File: src/rtl/ts_pid_capture_if.sv
// MPEG transport-stream byte bus: one byte per mpeg_valid cycle, mpeg_sync flags packet byte 0.
// No backpressure; the sink must accept every qualified byte.
interface ts_pid_capture_if;
  logic [7:0] mpeg_data;
  logic       mpeg_valid;
  logic       mpeg_sync;

  modport master (output mpeg_data, output mpeg_valid, output mpeg_sync);
  modport slave  (input  mpeg_data, input  mpeg_valid, input  mpeg_sync);
endinterface

File: src/rtl/ts_pid_capture.sv
// Captures one 188-byte TS packet whose PID matches an enabled filter slot; read_data has 1-cycle latency.
// No backpressure: stream bytes are dropped outside HUNT/CAPTURE. Optional CC check: TS_CAPTURE_CC_CHECK_EN.
module ts_pid_capture #(
  parameter int C_S_AXI_DATA_WIDTH = 32,
  parameter int CAPTURE_PID_COUNT  = 4
) (
  input  logic                          clk,
  input  logic                          rst,
  ts_pid_capture_if.slave               ts,
  input  logic                          update_pid_request,
  input  logic [C_S_AXI_DATA_WIDTH-1:0] pid_index,
  input  logic [C_S_AXI_DATA_WIDTH-1:0] pid,
  output logic [C_S_AXI_DATA_WIDTH-1:0] out_pid,
  input  logic                          arm,
  input  logic                          capture_ack,
  output logic                          capture_busy,
  output logic                          capture_done,
  input  logic [C_S_AXI_DATA_WIDTH-1:0] read_index,
  output logic [C_S_AXI_DATA_WIDTH-1:0] read_data,
  output logic [12:0]                   captured_pid,
  output logic [C_S_AXI_DATA_WIDTH-1:0] captured_count,
  output logic [C_S_AXI_DATA_WIDTH-1:0] resync_count,
  output logic [C_S_AXI_DATA_WIDTH-1:0] cc_error_count
);

  localparam int SLOT_W = (CAPTURE_PID_COUNT > 1) ? $clog2(CAPTURE_PID_COUNT) : 1;
  localparam logic [1:0] ST_IDLE    = 2'd0;
  localparam logic [1:0] ST_HUNT    = 2'd1;
  localparam logic [1:0] ST_CAPTURE = 2'd2;
  localparam logic [1:0] ST_DONE    = 2'd3;
  localparam logic [7:0] SYNC_BYTE  = 8'h47;
  localparam logic [7:0] LAST_BYTE  = 8'd187;

  logic [12:0]                   slot_pid [CAPTURE_PID_COUNT];
  logic [CAPTURE_PID_COUNT-1:0]  slot_en;
  logic [31:0]                   buf_mem [0:46];
  logic [1:0]                    state, state_nxt;
  logic [7:0]                    cnt, cnt_nxt;
  logic [7:0]                    wr_addr;
  logic                          wr_en, resync, finish, pid_hit;
  logic [4:0]                    hdr1;
  logic [12:0]                   rx_pid, cur_pid;
  logic                          slot_in_range;
  logic [SLOT_W-1:0]             slot_sel;
  logic                          unused_pid_bits;

  assign slot_in_range   = pid_index < CAPTURE_PID_COUNT;
  assign slot_sel        = pid_index[SLOT_W-1:0];
  assign unused_pid_bits = ^{pid[31:17], pid[15:13]};
  assign rx_pid          = {hdr1, ts.mpeg_data};
  assign capture_busy    = (state == ST_HUNT) || (state == ST_CAPTURE);
  assign capture_done    = (state == ST_DONE);

  always_comb begin
    pid_hit = 1'b0;
    for (int i = 0; i < CAPTURE_PID_COUNT; i++)
      if (slot_en[i] && (slot_pid[i] == rx_pid)) pid_hit = 1'b1;
  end

  always_comb begin
    out_pid = '0;
    if (slot_in_range) begin
      out_pid[12:0] = slot_pid[slot_sel];
      out_pid[16]   = slot_en[slot_sel];
    end
  end

  always_comb begin
    state_nxt = state;
    cnt_nxt   = cnt;
    wr_en     = 1'b0;
    wr_addr   = cnt;
    resync    = 1'b0;
    finish    = 1'b0;
    case (state)
      ST_IDLE: if (arm) state_nxt = ST_HUNT;
      ST_HUNT: begin
        if (ts.mpeg_valid && ts.mpeg_sync && (ts.mpeg_data == SYNC_BYTE)) begin
          wr_en     = 1'b1;
          wr_addr   = 8'd0;
          cnt_nxt   = 8'd1;
          state_nxt = ST_CAPTURE;
        end
      end
      ST_CAPTURE: begin
        if (ts.mpeg_valid) begin
          if (ts.mpeg_sync) begin
            // Sync inside a packet: the stream slipped, restart on this byte.
            resync = 1'b1;
            if (ts.mpeg_data == SYNC_BYTE) begin
              wr_en   = 1'b1;
              wr_addr = 8'd0;
              cnt_nxt = 8'd1;
            end else begin
              state_nxt = ST_HUNT;
            end
          end else begin
            wr_en   = 1'b1;
            cnt_nxt = cnt + 8'd1;
            if ((cnt == 8'd2) && !pid_hit) state_nxt = ST_HUNT;
            if (cnt == LAST_BYTE) begin
              state_nxt = ST_DONE;
              finish    = 1'b1;
            end
          end
        end
      end
      default: if (capture_ack) state_nxt = arm ? ST_HUNT : ST_IDLE;
    endcase
  end

  always_ff @(posedge clk) begin
    if (rst) begin
      state          <= ST_IDLE;
      cnt            <= '0;
      hdr1           <= '0;
      cur_pid        <= '0;
      slot_en        <= '0;
      captured_pid   <= '0;
      captured_count <= '0;
      resync_count   <= '0;
      read_data      <= '0;
      for (int i = 0; i < CAPTURE_PID_COUNT; i++) slot_pid[i] <= '0;
    end else begin
      state <= state_nxt;
      cnt   <= cnt_nxt;
      if (update_pid_request && slot_in_range) begin
        slot_pid[slot_sel] <= pid[12:0];
        slot_en[slot_sel]  <= pid[16];
      end
      if (wr_en && (wr_addr == 8'd1)) hdr1 <= ts.mpeg_data[4:0];
      if (wr_en && (wr_addr == 8'd2)) cur_pid <= rx_pid;
      if (resync) resync_count <= resync_count + 1'b1;
      if (finish) begin
        captured_count <= captured_count + 1'b1;
        captured_pid   <= cur_pid;
      end
      read_data <= (read_index < 32'd47) ? buf_mem[read_index[5:0]] : '0;
    end
  end

  always_ff @(posedge clk) begin
    if (wr_en) buf_mem[wr_addr[7:2]][{wr_addr[1:0], 3'b000} +: 8] <= ts.mpeg_data;
  end

`ifdef TS_CAPTURE_CC_CHECK_EN
  logic [3:0]                    cc_cur, cc_prev;
  logic                          cc_seen;
  logic [C_S_AXI_DATA_WIDTH-1:0] cc_err_q;

  always_ff @(posedge clk) begin
    if (rst) begin
      cc_cur   <= '0;
      cc_prev  <= '0;
      cc_seen  <= 1'b0;
      cc_err_q <= '0;
    end else begin
      if (wr_en && (wr_addr == 8'd3)) cc_cur <= ts.mpeg_data[3:0];
      if (finish) begin
        cc_prev <= cc_cur;
        cc_seen <= 1'b1;
        if (cc_seen && (cc_cur != cc_prev + 4'd1)) cc_err_q <= cc_err_q + 1'b1;
      end
    end
  end
  assign cc_error_count = cc_err_q;
`else
  assign cc_error_count = '0;
`endif

endmodule

File: src/flat_wrapper.sv
// flat-port wrapper written by rule: the top's interface ports become plain ports
module ts_pid_capture_flat 
#(
  parameter int C_S_AXI_DATA_WIDTH = 32,
  parameter int CAPTURE_PID_COUNT  = 4
)
  (clk, rst, update_pid_request, pid_index, pid, out_pid, arm, capture_ack, capture_busy, capture_done, read_index, read_data, captured_pid, captured_count, resync_count, cc_error_count, ts_mpeg_data, ts_mpeg_valid, ts_mpeg_sync);
  ts_pid_capture_if ts_i ();
  input  logic clk;
  input  logic rst;
  input  logic update_pid_request;
  input  logic [C_S_AXI_DATA_WIDTH-1:0] pid_index;
  input  logic [C_S_AXI_DATA_WIDTH-1:0] pid;
  output logic [C_S_AXI_DATA_WIDTH-1:0] out_pid;
  input  logic arm;
  input  logic capture_ack;
  output logic capture_busy;
  output logic capture_done;
  input  logic [C_S_AXI_DATA_WIDTH-1:0] read_index;
  output logic [C_S_AXI_DATA_WIDTH-1:0] read_data;
  output logic [12:0] captured_pid;
  output logic [C_S_AXI_DATA_WIDTH-1:0] captured_count;
  output logic [C_S_AXI_DATA_WIDTH-1:0] resync_count;
  output logic [C_S_AXI_DATA_WIDTH-1:0] cc_error_count;
  input wire logic [$bits(ts_i.mpeg_data)-1:0] ts_mpeg_data;
  input wire logic [$bits(ts_i.mpeg_valid)-1:0] ts_mpeg_valid;
  input wire logic [$bits(ts_i.mpeg_sync)-1:0] ts_mpeg_sync;
  assign ts_i.mpeg_data = ts_mpeg_data;
  assign ts_i.mpeg_valid = ts_mpeg_valid;
  assign ts_i.mpeg_sync = ts_mpeg_sync;
  ts_pid_capture #(.C_S_AXI_DATA_WIDTH(C_S_AXI_DATA_WIDTH), .CAPTURE_PID_COUNT(CAPTURE_PID_COUNT)) u_core (.clk(clk), .rst(rst), .ts(ts_i), .update_pid_request(update_pid_request), .pid_index(pid_index), .pid(pid), .out_pid(out_pid), .arm(arm), .capture_ack(capture_ack), .capture_busy(capture_busy), .capture_done(capture_done), .read_index(read_index), .read_data(read_data), .captured_pid(captured_pid), .captured_count(captured_count), .resync_count(resync_count), .cc_error_count(cc_error_count));
endmodule
File: config.mk
export PLATFORM = sky130hd
export DESIGN_NAME = ts_pid_capture_flat
export DESIGN_NICKNAME = d
export VERILOG_FILES = /design/src/rtl/ts_pid_capture_if.sv /design/src/rtl/ts_pid_capture.sv /design/src/flat_wrapper.sv
export SDC_FILE = /design/constraint.sdc
export NUM_CORES = 2
export LEC_CHECK = 0
export ABC_AREA = 1
export BUFFER_PORTS_ARGS = -buffer_cell sky130_fd_sc_hd__buf_4
export CORE_UTILIZATION = 55
export CTS_CLUSTER_DIAMETER = 200
export DETAILED_ROUTE_END_ITERATION = 6
export HOLD_SLACK_MARGIN = 0.15
export PLACE_DENSITY = 0.75
export SLEW_MARGIN = 5
export SYNTH_ARGS = -nofsm -noshare
export SYNTH_HDL_FRONTEND = slang
export SYNTH_SLANG_ARGS = --single-unit
File: constraint.sdc
create_clock -name clk -period 4.2 [get_ports clk]
set_input_delay 0.42 -clock clk [delete_from_list [all_inputs] [get_ports clk]]
set_output_delay 0.42 -clock clk [all_outputs]
set_load 0.01 [all_outputs]
==> qor.txt <==
outcome: finished with violations
failing checks: DRC
vias in the first global route: 45743
cells on worst reg2reg path: 12
max-slew violations: 0
Inst Count DP: 7548
cts hold-fix bufs: 27
largest net degree at the start of global routing: 208
ys async rst share: 0%
first-pass GRT wire length: 283 mm
Worst-path clk slew: 0.06 ns
core area: 124000 um^2
H-tree depth: 4
die width: 357 um
synth-to-layout area growth: 13.9%
RSZ-0062 raised after global routing: no
Power Total: 37600 uW
number of synthesized register bits: 1697
DR pass1 iterations: 7
Post-synth EDFFs: 1556
sequential area share after synthesis: 71.5%
Worst Max-Slew Pin Slew: 0.944 ns
Residual DRC: 10
Num CTS Buffers: 162
Primary FF master, synth: edfxtp_1
vias: 48735
# Post-CTS Setup Buffers: 0
HP Class: in2reg
P_int: 28300 uW
Nets: 6225
FF-to-FF End: u_core.buf_mem[1][12]
startpoint types: flop
reg2reg start: u_core.state[0]
Setup-failing EPs final: 0
area of the multi-input gates: 17500 um^2
die height: 357 um
Rel. slew slack: 37.1%
Tot GR Track Use: 29.8%
maximum vdd ir drop: 0.486 mV
CP endpoint kind: flop
Mapped Area: 69300 um^2
Leakage: 0.0273 uW
layout cell share with drive strength beyond 1: 12.3%
Fmax: 267 MHz
clk buf depth: 3
initial DRC count: 7490
Crit Path Max Fanout: 30
Non-Filler Instances: 7875
Synth Warn #: 0
Root Buffer: clkbuf_16
Synth cell types: 54
Crit path required time: 4.62 ns
post_cts resized: 0
I/O Pins: 286
number of nets still failing antenna checks after routing: 0
Syn Inst Count: 5841
Data arrival, critical path: 4.17 ns
GRT overflow: 0
setup slack of the most critical reg-to-reg path: 0.45 ns
final hold vios: 0
CTS Sinks: 1697
Seq pwr share: 51.6%
Hold Startpoint: read_index[5]
Register Area: 49500 um^2
net load switching power: 9330 uW
maxcap violations: 0
Via density: 6.19
post-DR wirelength/cell: 24.5 um
wirelength, routed: 193 mm
GP Congestion: 0.944
pwr dens: 477 nW/um^2
# rows: 129
CTS tree: built
Worst Setup Path Type: reg2reg
sw frac: 24.8%
DIE AREA: 127000 um^2
clock latency on the worst-skew pair: 0.80 ns
Fill cells: 9019
initial antenna violation count: 9
Avg Cell Area, Syn: 11.9 um^2
Starting Density: 55.8%
hold worst-path end: u_core.read_data[29]
Clock power frac: 37.9%
final core occ: 63.5%
clk_skew: 0.0311 ns
Logic pwr share: 10.5%
hpwl dp: 118 mm
Final period util: 89.3%
PortBufs: 217
Min-Delay Path Depth: 3
post-layout minimum cycle time: 3.75 ns
layout by cell type, fill, tap and decap left out, types with 30 or more instances in the layout:
cell / netlist / layout
nand4_1: 59 / 59
o22ai_1: 208 / 208
o21ai_0: 777 / 775
clkinv_1: 2 / 34
nor2_1: 1119 / 1110
nand3_1: 166 / 165
nand2_1: 620 / 620
clkbuf_16: 0 / 166
conb_1: 1 / 50
o211ai_1: 45 / 45
a21oi_1: 139 / 139
inv_1: 173 / 169
dfxtp_1: 141 / 141
o221ai_1: 140 / 140
clkinv_2: 0 / 30
edfxtp_1: 1556 / 1556
clkbuf_1: 244 / 31
buf_4: 57 / 413
nor3_1: 85 / 61
worst max-delay path by stage:
| stage | from | cells past startpoint | end | slack [ns] |
|---|---|---|---|---|
| 2_1_floorplan | ts_mpeg_data[4] | 14 | u_core.buf_mem[0][14] | -0.29 |
| 3_3_place_gp | ts_mpeg_data[7] | 13 | u_core.buf_mem[26][21] | 0.45 |
| 3_5_place_dp | ts_mpeg_data[7] | 13 | u_core.buf_mem[26][21] | 0.34 |
| 4_1_cts | u_core.state[0] | 12 | u_core.buf_mem[1][10] | 0.47 |
| 5_1_grt | u_core.state[0] | 12 | u_core.buf_mem[8][11] | 0.13 |
| 6_report | u_core.state[0] | 12 | u_core.buf_mem[1][12] | 0.45 |
through the flow:
step	setup WS, ns	instance area [um^2]	hold WS, ns	TNS [ns]
after floorplan	-0.285	69500	0.430	-219.28
after global placement	0.446	73500	0.440	0
after detailed placement	0.337	73500	0.445	0
after CTS	0.473	78900	0.154	0
after global routing	0.128	78900	0.195	0
final	0.448	78900	0.207	0
metal layers:
| metal | part of all wire [%] | global-route usage [%] | up-vias |
|---|---|---|---|
| li1 | - | - | 21632 |
| met1 | 37 | 39.7 | 23367 |
| met2 | 45 | 45.0 | 3128 |
| met3 | 11 | 6.83 | 598 |
| met4 | 6.5 | 17.8 | 10 |
| met5 | 0.033 | 0 | - |
layout make-up:
cell class	count	area share, %
inverters	190	0.926
diodes	6	0.0190
flip-flops and latches	1697	62.8
clock buffers	203	5.51
well taps	1637	2.59
clock inverters	91	1.01
multi-input cells	3582	22.2
repair buffers	469	4.99
power groups by stage:
stage	logic [uW]	clock network, uW	registers [uW]
4_1_cts	3870	14300	19400
3_3_place_gp	3750	0	19800
3_5_place_dp	3840	0	19800
2_1_floorplan	1970	0	19800
6_report	3950	14300	19400
5_1_grt	4160	15000	19400
cell families after synthesis:
logic type / share of synthesized area [%]
compound gates: 11.5
xor+xnor: 0.379
buf+inv: 3.82
mux: 0.0578
simple gates: 12.6
fa+ha+maj: 0.217
other cells: 0.00541
flops: 71.5
worst max-delay path, cell delays in order (launching register included):
cell and delay [ns]:
dfxtp_1 0.33, inv_1 0.14, ha_1 0.45, o21ai_2 0.14, nand2_4 0.14, nand2_2 0.28
inv_2 0.35, ha_1 0.21, inv_1 0.04, nor2_1 0.19, inv_2 0.23, buf_12 0.25
nor2_1 0.61
Yosys cell counts (5+ instances only):
library cell     n  area (um^2)
a21oi_1        139          696
a22oi_1         14          105
a31oi_1         15         93.8
buf_1           14         52.6
buf_2          105          526
buf_4           57          428
clkbuf_1       244          916
dfxtp_1        141         2820
edfxtp_1      1556        46700
ha_1            12          150
inv_1          173          649
inv_2           15         56.3
nand2_1        620         2330
nand2_2          7         43.8
nand3_1        166          831
nand4_1         59          369
nor2_1        1119         4200
nor2_4           7         78.8
nor3_1          85          425
nor3_2           5         50.1
nor4_1          17          106
o211ai_1        45          338
o21a_1           8         60.1
o21ai_0        777         3890
o21ai_1          7         35.0
o221ai_1       140         1230
o22ai_1        208         1300
o311ai_0         9         78.8
xnor2_1         15          131
xor2_1          15          131
state kept, by name, indices dropped and copies added, names as in the netlist:
register,cells
u_core.captured_pid,13
u_core.slot_en,4
u_core.captured_count,32
u_core.state,2
u_core.buf_mem,1504
u_core.resync_count,32
u_core.read_data,32
u_core.hdr1,5
u_core.cur_pid,13
u_core.slot_pid,52
u_core.cnt,8
Power figures use the tool's default switching activity.
